**src/rtl/addac_pkg.sv**
```systemverilog
// rtl/addac_pkg.sv - shared types and sizing helpers for the addac collector
//
// Purpose : collector FSM state type, default word width, counter sizing.
// Ports   : none (package).

package addac_pkg;

  typedef enum logic [1:0] {
    IDLE,
    SHIFT,
    HOLD
  } collector_state_t;

  localparam int ADDAC_WIDTH = 8;

  // The bit counter has to reach WIDTH itself, hence WIDTH+1 codes.
  function automatic int cnt_width(input int width);
    return $clog2(width + 1);
  endfunction

endpackage

```
**src/rtl/addac_collector.sv**
```systemverilog
// rtl/addac_collector.sv - serial-to-parallel collector for the bit-serial adder
//
// Purpose : gathers WIDTH serial sum bits (LSB first) plus the final carry into
//           a parallel word and offers it through a valid/ready handshake.
// Ports   : clk        - clock, rising edge
//           rst        - asynchronous active-low reset
//           start      - open a new frame (aborts a partial one), clears overrun
//           bit_valid  - y_in/cout_in carry a serial bit this cycle
//           y_in       - serial sum bit, LSB first
//           cout_in    - carry-out, taken with the WIDTH-th bit only
//           out_ready  - consumer takes the word this cycle
//           out_valid  - word held and valid
//           out_word   - assembled sum, zero whenever no word is held
//           out_carry  - carry captured with the final bit
//           busy       - frame being collected
//           overrun    - sticky, a bit arrived while idle or holding a word

module addac_collector
  import addac_pkg::*;
#(
  parameter int WIDTH = ADDAC_WIDTH
) (
  input  logic             clk,
  input  logic             rst,
  input  logic             start,
  input  logic             bit_valid,
  input  logic             y_in,
  input  logic             cout_in,
  input  logic             out_ready,
  output logic             out_valid,
  output logic [WIDTH-1:0] out_word,
  output logic             out_carry,
  output logic             busy,
  output logic             overrun
);

  localparam int CW = cnt_width(WIDTH);

  collector_state_t state, state_next;

  logic [CW-1:0]    cnt;
  // Only WIDTH-1 bits are ever stored: the final bit goes straight into out_word.
  logic [WIDTH-2:0] sr;
  logic [WIDTH-1:0] shifted;
  logic             clear_frame;
  logic             shift_bit;
  logic             last_bit;
  logic             xfer;

  always_comb begin
    state_next  = state;
    clear_frame = 1'b0;
    shift_bit   = 1'b0;
    last_bit    = 1'b0;
    xfer        = 1'b0;
    shifted     = {y_in, sr};

    case (state)
      IDLE: begin
        if (start) begin
          state_next  = SHIFT;
          clear_frame = 1'b1;
        end
      end
      SHIFT: begin
        // start wins over a coincident bit: the frame restarts empty.
        if (start) begin
          clear_frame = 1'b1;
        end else if (bit_valid) begin
          shift_bit = 1'b1;
          if (cnt == CW'(WIDTH - 1)) begin
            last_bit   = 1'b1;
            state_next = HOLD;
          end
        end
      end
      HOLD: begin
        // start without out_ready is ignored so the held result is never lost.
        if (out_ready) begin
          xfer = 1'b1;
          if (start) begin
            state_next  = SHIFT;
            clear_frame = 1'b1;
          end else begin
            state_next = IDLE;
          end
        end
      end
      default: state_next = IDLE;
    endcase
  end

  always_ff @(posedge clk or negedge rst) begin
    if (!rst) begin
      state <= IDLE;
    end else begin
      state <= state_next;
    end
  end

  always_ff @(posedge clk or negedge rst) begin
    if (!rst) begin
      cnt       <= '0;
      sr        <= '0;
      out_word  <= '0;
      out_carry <= 1'b0;
      overrun   <= 1'b0;
    end else begin
      if (clear_frame) begin
        cnt <= '0;
        sr  <= '0;
      end else if (shift_bit) begin
        cnt <= cnt + CW'(1);
        sr  <= shifted[WIDTH-1:1];
      end

      if (last_bit) begin
        out_word  <= shifted;
        out_carry <= cout_in;
      end else if (xfer) begin
        out_word <= '0;
      end

      // Clear beats set when start and a stray bit coincide.
      if (start) begin
        overrun <= 1'b0;
      end else if (bit_valid && state != SHIFT) begin
        overrun <= 1'b1;
      end
    end
  end

  assign out_valid = (state == HOLD);
  assign busy      = (state == SHIFT);

endmodule

```
**config.mk**
```make
export PLATFORM = sky130hd
export DESIGN_NAME = addac_collector
export DESIGN_NICKNAME = d
export VERILOG_FILES = /design/src/rtl/addac_pkg.sv /design/src/rtl/addac_collector.sv
export SDC_FILE = /design/constraint.sdc
export NUM_CORES = 1
export LEC_CHECK = 0
export ABC_AREA = 1
export BUFFER_PORTS_ARGS = -buffer_cell sky130_fd_sc_hd__buf_4
export CORE_MARGIN = 2
export CORE_UTILIZATION = 45
export CTS_BUF_LIST = sky130_fd_sc_hd__clkbuf_8
export DETAILED_ROUTE_END_ITERATION = 10
export PLACE_DENSITY_LB_ADDON = 0.1
export SYNTH_ARGS = -nofsm -noshare
export SYNTH_HDL_FRONTEND = slang
export SYNTH_SLANG_ARGS = --single-unit
```
**constraint.sdc**
```tcl
create_clock -name clk -period 1.45 [get_ports clk]
set_clock_uncertainty 0.2 [all_clocks]
set_input_delay 0.2175 -clock clk [delete_from_list [all_inputs] [get_ports clk]]
set_output_delay 0.2175 -clock clk [all_outputs]
set_load 0.01 [all_outputs]
```
Word-level counts from Yosys, hierarchy flattened
Index checks and enable logic that the tools add are counted.

operators by class
  equal/unequal tests = 9
  $add $sub $neg = 1
  reduce and logical (&&, ||, !) cells = 7
  multiplexer cells = 27

operator list
  cell                                                                    number
  8-bit 2-to-1 mux                                                        2
  1-bit 2-to-1 mux                                                        14
  7-bit 2-to-1 mux                                                        2
  2-bit 2-to-1 mux                                                        5
  4-bit 2-to-1 mux                                                        2
  2-bit != test (second input constant)                                   4
  2-bit case mux with 3 select lines                                      1
  2-bit nonzero test                                                      3
  5-bit AND reduction                                                     1
  4-bit by 1-bit adder with 4-bit output (second input constant)          1
  4-bit by 3-bit equality test with 1-bit output (second input constant)  1
  2-bit by 1-bit != test with 1-bit output (second input constant)        2
  2-bit by 1-bit equality test with 1-bit output (second input constant)  1
  2-bit equality test (second input constant)                             1
  2-bit zero test                                                         1
  1-bit case mux with 2 select lines                                      1
  2-bit OR reduction                                                      1
  1-bit logical AND                                                       1

storage, ports and cells
  output and inout port bits = 12
  bits in registers = 23
  bits of input ports = 7
  logic and storage cells = 50

Logic depth before layout (Yosys ltp)
Gate-level depths: netlist (run 1).

  word-level depth = 6
  depth in mapped cells = 7
  mapped depth without buffers = 7

Worst setup path before layout (run 1)
OpenSTA, ideal clock, no wires.

  kind = register to register
  start = register state[0]
  end = register out_word[0]
  arrival = 1011 ps
  required time = 1132 ps
  path slack = 121 ps
  setup time = 118 ps
  cell stages (with the launch flop) = 5
  buffers on the path = 0
  path through = dfrtp_1 nor2_1 nand2_1 nand3_1 nand2_1

between the ends
  word-level cells in the longest chain between the ends = 3
  elaborated cells on any way between the ends = 6

ends and longest elaborated chain
  what                          line                    RTL
  start, declared               addac_collector.sv:39   collector_state_t state, state_next;
  start signal, assigned        addac_collector.sv:97   state <= state_next;
  2-bit equality test           --
  named net out_valid           addac_collector.sv:30   output logic out_valid,
  1-bit 2-to-1 mux              addac_collector.sv:58   case (state)
  2-bit nonzero test (no line)  --
  end signal, assigned          addac_collector.sv:118  out_word <= shifted;
  end, declared                 addac_collector.sv:31   output logic [WIDTH-1:0] out_word,

The timed path passes the listed nets, and every way through them passes these cells.
A chain may end at the register's enable or synchronous reset.

Worst setup path in the final report (run 1)
  start = register state[0]
  end = output out_valid

between the ends
  word-level cells in the longest chain between the ends = 1

ends and longest elaborated chain
  what                 line                    RTL
  2-bit equality test  addac_collector.sv:133  assign out_valid = (state == HOLD);
  end, declared        addac_collector.sv:30

Every way passes these cells.

==> impl_metrics.env, run 1 <==
export IMPL_hold_viol_final=0
export IMPL_ios=19
export IMPL_place_gp_congestion=0.7810
export IMPL_setup_violations=0
export IMPL_cts_root_buf="clkbuf_8"
export IMPL_syn_cell_area_sq_mm=0.001002
export IMPL_worstSetupPathType="reg2out"
export IMPL_cp_arrival_ps=1020
export IMPL_cts_tree="done"
export IMPL_grt_pass1_wl_mm=3.498
export IMPL_nNetsFinal=158
export IMPL_min_period_ps=1434
export IMPL_grt_max_degree=24
export IMPL_fp_coreArea_sq_mm=0.002148
export IMPL_finalCritPeriodShare_pct=98.89
export IMPL_ant_nets=0
export IMPL_clkSinkCount=23
export IMPL_drt_wl_total_mm=2.159
export IMPL_max_freq_mhz=697.4
export IMPL_overflow=0
export IMPL_syn_to_final_growth_pct=33.46
export IMPL_grt_usage_pct=18.40
export IMPL_power_density_mw_per_mm2=884.6
export IMPL_rsz0062_at_grt="true"
export IMPL_first_global_vias=796
export IMPL_worst_endpoint_required_ps=1030
export IMPL_initial_core_util_pct=46.65
export IMPL_vias=843
export IMPL_clkLatencyLatePin_ps=260
export IMPL_fp_dieW_um=51.19
export IMPL_irDropWorstVdd_mv=0.7585
export IMPL_synth_seq_cells=23
export IMPL_viasPerCell=4.763
export IMPL_outcome="completed"
export IMPL_cts_path_max_buffers=2
export IMPL_r2r_slack_ps=60
export IMPL_antenna_cells=0
export IMPL_max_cap_violations=0
export IMPL_cts_made_buffers=3
export IMPL_slew_viol_final=0
export IMPL_path_clk_slew_ps=80
export IMPL_synthesis_nets=125
export IMPL_synthCells=117
export IMPL_dpl_cell_area_sq_mm=0.001194
export IMPL_p_total_uw=1183
export IMPL_dp_hpwl_mm=1.371
export IMPL_endpoint_kind="output port"
export IMPL_synth_seq_area_share_pct=57.43
export IMPL_final_area_sq_mm=0.001338
export IMPL_firstDrtPassIters=4
export IMPL_hp_class="in2reg"
export IMPL_io_buffer_count=18
export IMPL_slew_headroom_pct=80.31
export IMPL_dieArea_sq_mm=0.002620
export IMPL_fin_hold_ws_ps=38.61
export IMPL_die_h_um=51.19
export IMPL_antenna_found_initial=0
export IMPL_drc=0
export IMPL_tightestPinTransition_ps=295.3
export IMPL_synth_avg_cell_area_sq_um=8.566
export IMPL_leakagePower_uw=0.0007553
export IMPL_fp_row_count=17
export IMPL_drt_iter0_markers=18
export IMPL_crit_path_max_fanout=5
export IMPL_yosysWarnings=0
export IMPL_tns_ps=0
export IMPL_worstSetupStartpointType="register"
export IMPL_drive_gt1_share_pct=28.86
export IMPL_synth_cell_types=16
export IMPL_wire_per_inst_um=12.20
export IMPL_h_tree_depth=1
-- cells in the mapped netlist, drive strengths merged --
cell	instances	area share (%)
nand2	48	18
dfrtp	23	57
nand3	22	11
inv	8	3.0
nor2	6	3.0
buf	3	2.4
a21oi	2	1.0
o21ai	2	1.0
ha	1	1.2
nand4	1	0.62
xor2	1	0.87
-- final cells by class --
| type | count | area [sq um] |
|---|---|---|
| fillers | 198 | 810.8 |
| clock inverters | 1 | 5.005 |
| clock buffers | 3 | 41.29 |
| inverters | 8 | 32.53 |
| well taps | 28 | 35.03 |
| multi-input cells | 83 | 392.9 |
| repair buffers | 31 | 254.0 |
| flip-flops and latches | 23 | 576.8 |
-- report_power, final --
group          total, uW  switching (uW)  internal [uW]  leakage [uW]
Sequential           669            14.0            655      0.000314
Combinational        115            63.4           52.0      0.000415
Clock                399             207            192     0.0000255
-- logic make-up after synthesis --
logic type      after synthesis  share of synthesized area [%]
simple gates                 77                          33.08
compound gates                4                          1.998
xor+xnor                      1                         0.8741
buf+inv                      11                          5.368
fa+ha+maj                     1                          1.248
flops                        23                          57.43
-- placed cells by master (no fill, tap or decap) --
master         count
inv_2              4
clkbuf_8           3
nand3_2            1
nand4_1            1
buf_6              3
nor2_2             1
nand3_1           21
dfrtp_2            1
o21ai_0            2
xor2_1             1
nor2_1             4
buf_4             24
inv_4              1
dfrtp_1           22
nand2_1           46
nand2_4            2
ha_2               1
clkinv_2           1
a21oi_1            2
dlygate4sd3_1      4
inv_1              3
nor2_4             1
-- what timing repair did --
action | CTS | global route
hold buffers | 4 | 0
buffers inserted | 0 | 3
setup endpoints to repair | 2 | 12
hold endpoints to repair | 27 | 0
pin swaps | 0 | 3
resized for setup | 1 | 12
-- sequential cells by signal, indices dropped and copies added, names as in the netlist --
register   count
out_carry      1
out_word       8
state          2
cnt            4
sr             7
overrun        1
-- worst max-delay path: stages (launching register included) --
cell	delay [ps]
dfrtp_2	460
nor2_2	150
buf_4	140
-- stage by stage --
step,utilization (%),cells,setup WS [ps]
2_1_floorplan,-,117,121.0
3_3_place_gp,55.56,166,70.19
3_5_place_dp,55.56,166,36.26
6_report,62.26,177,16.16
5_1_grt,62.26,177,-43.69
4_1_cts,59.58,174,-0.1475
-- metal layers --
layer / wire, um / track usage [%] / vias up
met1: 1046 / 24.66 / 388
met2: 986 / 28.35 / 15
li1: - / - / 436
met3: 80 / 3.509 / 4
met4: 46 / 9.459 / 0
met5: 0 / 0 / -
-- worst paths after layout --
kind / startpoint / to / cells past startpoint
max in group asynchronous: rst / state[0]$_DFFE_PN0P_ / 2
min in group asynchronous: rst / state[1]$_DFFE_PN0P_ / 2
worst min-delay path: bit_valid / overrun$_DFFE_PN0P_ / 3
worst max register to register: cnt[1]$_DFFE_PN0P_ / out_word[3]$_DFFE_PN0P_ / 7
worst max-delay path: state[0]$_DFFE_PN0P_ / out_valid / 2
worst min register to register: sr[0]$_DFFE_PN0P_ / out_word[0]$_DFFE_PN0P_ / 2
Note: power is estimated with default switching activity, not from simulation.
==> run 2: changes to the inputs <==
--- a/config.mk
+++ b/config.mk
@@ -5,7 +5,6 @@
 export SDC_FILE = /design/constraint.sdc
 export NUM_CORES = 1
 export LEC_CHECK = 0
-export ABC_AREA = 1
 export BUFFER_PORTS_ARGS = -buffer_cell sky130_fd_sc_hd__buf_4
 export CORE_MARGIN = 2
 export CORE_UTILIZATION = 45
==> run 2 against run 1 <==
Against the previous run: the run now ends with setup timing left; final cell count shrank 0.56%; critical path depth grew 2; maximum frequency shrank 12%; routed wire length grew 13%; clock power shrank 5%; highest routed layer unchanged; register-to-register slack lost 160 ps; first-iteration DRC count shrank 61%; critical path type unchanged.
==> impl_metrics.env, run 2 <==
export IMPL_setup_ws_ps=-170.8
export IMPL_largest_register_ffs=8
export IMPL_ant_nets=0
export IMPL_power_density_mw_per_mm2=728.7
export IMPL_grt_usage_pct=19.13
export IMPL_antenna_found_initial=0
export IMPL_synth_largest_area_cell="dfrtp_1"
export IMPL_hold_viol_final=0
export IMPL_slew_viol_final=0
export IMPL_met2_usage_pct=31.25
export IMPL_overflow=0
export IMPL_ios=19
export IMPL_top_register="out_word"
export IMPL_rsz0062_at_grt="true"
export IMPL_cts_tree="done"
export IMPL_synth_ff_type="dfrtp_1"
export IMPL_synth_area_leaders="dfrtp_1 (55%), nand2_1 (8.9%), mux2i_1 (7.6%)"
export IMPL_cts_root_buf="clkbuf_8"
export IMPL_endpoint_kind="output port"
export IMPL_fp_dieW_um=52.44
export IMPL_yosysWarnings=0
export IMPL_drc=0
export IMPL_hp_class="in2reg"
export IMPL_multi_input_area_sq_um=503.0
export IMPL_synthCells=103
export IMPL_drive_gt1_share_pct=45.95
export IMPL_fp_coreArea_sq_mm=0.002212
export IMPL_min_period_ps=1621
export IMPL_worstSetupStartpointType="register"
export IMPL_yosysMostFrequentCell="nand2_1"
export IMPL_synth_seq_area_share_pct=54.50
export IMPL_synth_seq_cells=23
export IMPL_viasPerCell=4.915
export IMPL_synth_avg_cell_area_sq_um=10.25
export IMPL_nNetsFinal=157
export IMPL_setup_violations=20
export IMPL_fillers=180
export IMPL_hp_start="y_in"
export IMPL_drt_wl_total_mm=2.438
export IMPL_async_flop_share_pct=100.0
export IMPL_clkLatencyLatePin_ps=260
export IMPL_worstSetupPathType="reg2out"
export IMPL_irDropWorstVdd_mv=0.9761
export IMPL_firstDrtPassIters=3
export IMPL_r2r_start="state[1]$_DFFE_PN0P_"
export IMPL_yosysTopAreaCellShare_pct=54.50
export IMPL_regArea_sq_um=575.6
export IMPL_synthesis_nets=111
export IMPL_vias=865
export IMPL_cp_arrival_ps=1200
export IMPL_leakagePower_uw=0.0007342
export IMPL_place_gp_congestion=0.7402
export IMPL_dp_hpwl_mm=1.366
export IMPL_r2r_slack_ps=-100
export IMPL_max_cap_violations=0
export IMPL_r2r_end="out_word[7]$_DFFE_PN0P_"
export IMPL_grt_max_degree=24
export IMPL_met1_usage_pct=24.49
export IMPL_synth_cell_types=26
export IMPL_met3_usage_pct=6.000
export IMPL_io_buffer_count=18
export IMPL_final_cell_mix="buf_4 (34), dfrtp_1 (23), nand2_1 (21), inv_1 (11), buf_6 (8)"
export IMPL_synth_edff_count=0
export IMPL_violations="setup timing"
export IMPL_die_h_um=52.44
export IMPL_path_clk_slew_ps=80
export IMPL_cts_path_max_buffers=2
export IMPL_critPathLaunch="state[1]$_DFFE_PN0P_"
export IMPL_grt_pass1_wl_mm=3.732
export IMPL_final_common_cell="buf_4"
export IMPL_slew_headroom_pct=80.06
export IMPL_whs_endpoint="sr[6]$_DFFE_PN0P_"
export IMPL_final_area_sq_mm=0.001582
export IMPL_clkSinkCount=23
export IMPL_syn_cell_area_sq_mm=0.001056
export IMPL_antenna_cells=0
export IMPL_hold_depth=3
export IMPL_max_freq_mhz=617.0
export IMPL_grt_busiest_layer="met2"
export IMPL_syn_to_final_growth_pct=49.76
export IMPL_h_tree_depth=1
export IMPL_dieArea_sq_mm=0.002750
export IMPL_first_global_vias=816
export IMPL_fp_row_count=17
export IMPL_worst_endpoint_required_ps=1030
export IMPL_synth_commonest_cells="nand2_1 (25), dfrtp_1 (23), a21oi_1 (10), inv_1 (10), mux2i_1 (8)"
export IMPL_finalCritPeriodShare_pct=111.8
export IMPL_initial_core_util_pct=47.74
export IMPL_tightestPinTransition_ps=299.1
export IMPL_dpl_cell_area_sq_mm=0.001306
export IMPL_crit_path_max_fanout=4
export IMPL_outcome="complete, but fails checks"
export IMPL_r2r_cells=4
export IMPL_drt_iter0_markers=7
export IMPL_wire_per_inst_um=13.85
export IMPL_fin_hold_ws_ps=8.717
export IMPL_cts_made_buffers=3
export IMPL_top_regs="out_word x8, sr x7, cnt x4"
==> run 2: cell count changes after synthesis, moves of 2 or more <==
cell	delta
nand2_1	-21
nand3_1	-21
a21oi_1	+8
mux2i_1	+8
inv_1	+4
inv_2	-2
nand2_2	-2
==> run 2: cell families after synthesis <==
logic type	after synthesis	share of synthesized area [%]
buffers and inverters	14	6.635
flip-flops	23	54.50
multiplexers	9	9.005
XOR/XNOR	1	0.8295
AND/OR/NAND/NOR	41	20.50
adder cells (fa/ha/maj)	1	1.185
AO/OA/AOI/OAI	14	7.347
==> run 2: metrics by stage <==
stage / worst slack, ps / TNS (ps) / power [uW] / utilization [%] / cells
3_3_place_gp: -94.40 / -672.9 / 740.3 / 59.05 / 160
5_1_grt: -213.0 / -2603 / 1211 / 71.49 / 176
2_1_floorplan: -108.1 / -108.1 / 695.2 / - / 103
6_report: -170.8 / -1180 / 1152 / 71.49 / 176
4_1_cts: -137.7 / -982.2 / 1144 / 67.70 / 175
3_5_place_dp: -170.6 / -1240 / 741.4 / 59.05 / 160
==> run 2: how the worst max path moves through the flow <==
stage,endpoint,slack (ps),cells after the start
final,busy,-170,4
after global placement,out_word[7]$_DFFE_PN0P_,-90,5
after detailed placement,out_word[7]$_DFFE_PN0P_,-170,4
after floorplan,out_carry$_DFFE_PN0P_,-110,4
after global routing,out_word[5]$_DFFE_PN0P_,-210,5
after CTS,busy,-140,4
==> run 2: report_power, final <==
group          switching, uW  internal, uW  leakage (uW)
Clock                    192           189     0.0000269
Combinational           59.3          63.4      0.000392
Sequential              3.42           646      0.000315
==> run 2: repair_timing <==
item,4_1_cts,5_1_grt
buffers inserted,9,0
endpoints found under the hold margin,24,0
pin swaps,8,7
cloned,0,1
gates resized for setup,15,22
hold buffers,2,0
endpoints found under the setup margin,22,25
==> run 2: final cells by class <==
cell class	instances	share of cell area, %
clock buffer	3	2.611
clock inverter	1	0.2373
inverter	10	2.373
multi-input combinational	66	31.80
sequential	23	36.39
tap	28	2.215
timing repair buffer	45	24.37
==> run 2: critical path, cell delays in order, from the launching register on <==
cell	delay, ps
dfrtp_1	400
buf_6	130
or2b_1	250
inv_1	80
buf_6	100
==> run 2: per-layer routing <==
metal	vias up	part of all wire [%]
met4	0	0.57
met1	424	43
met5	-	0
met3	2	3.2
li1	425	-
met2	14	53
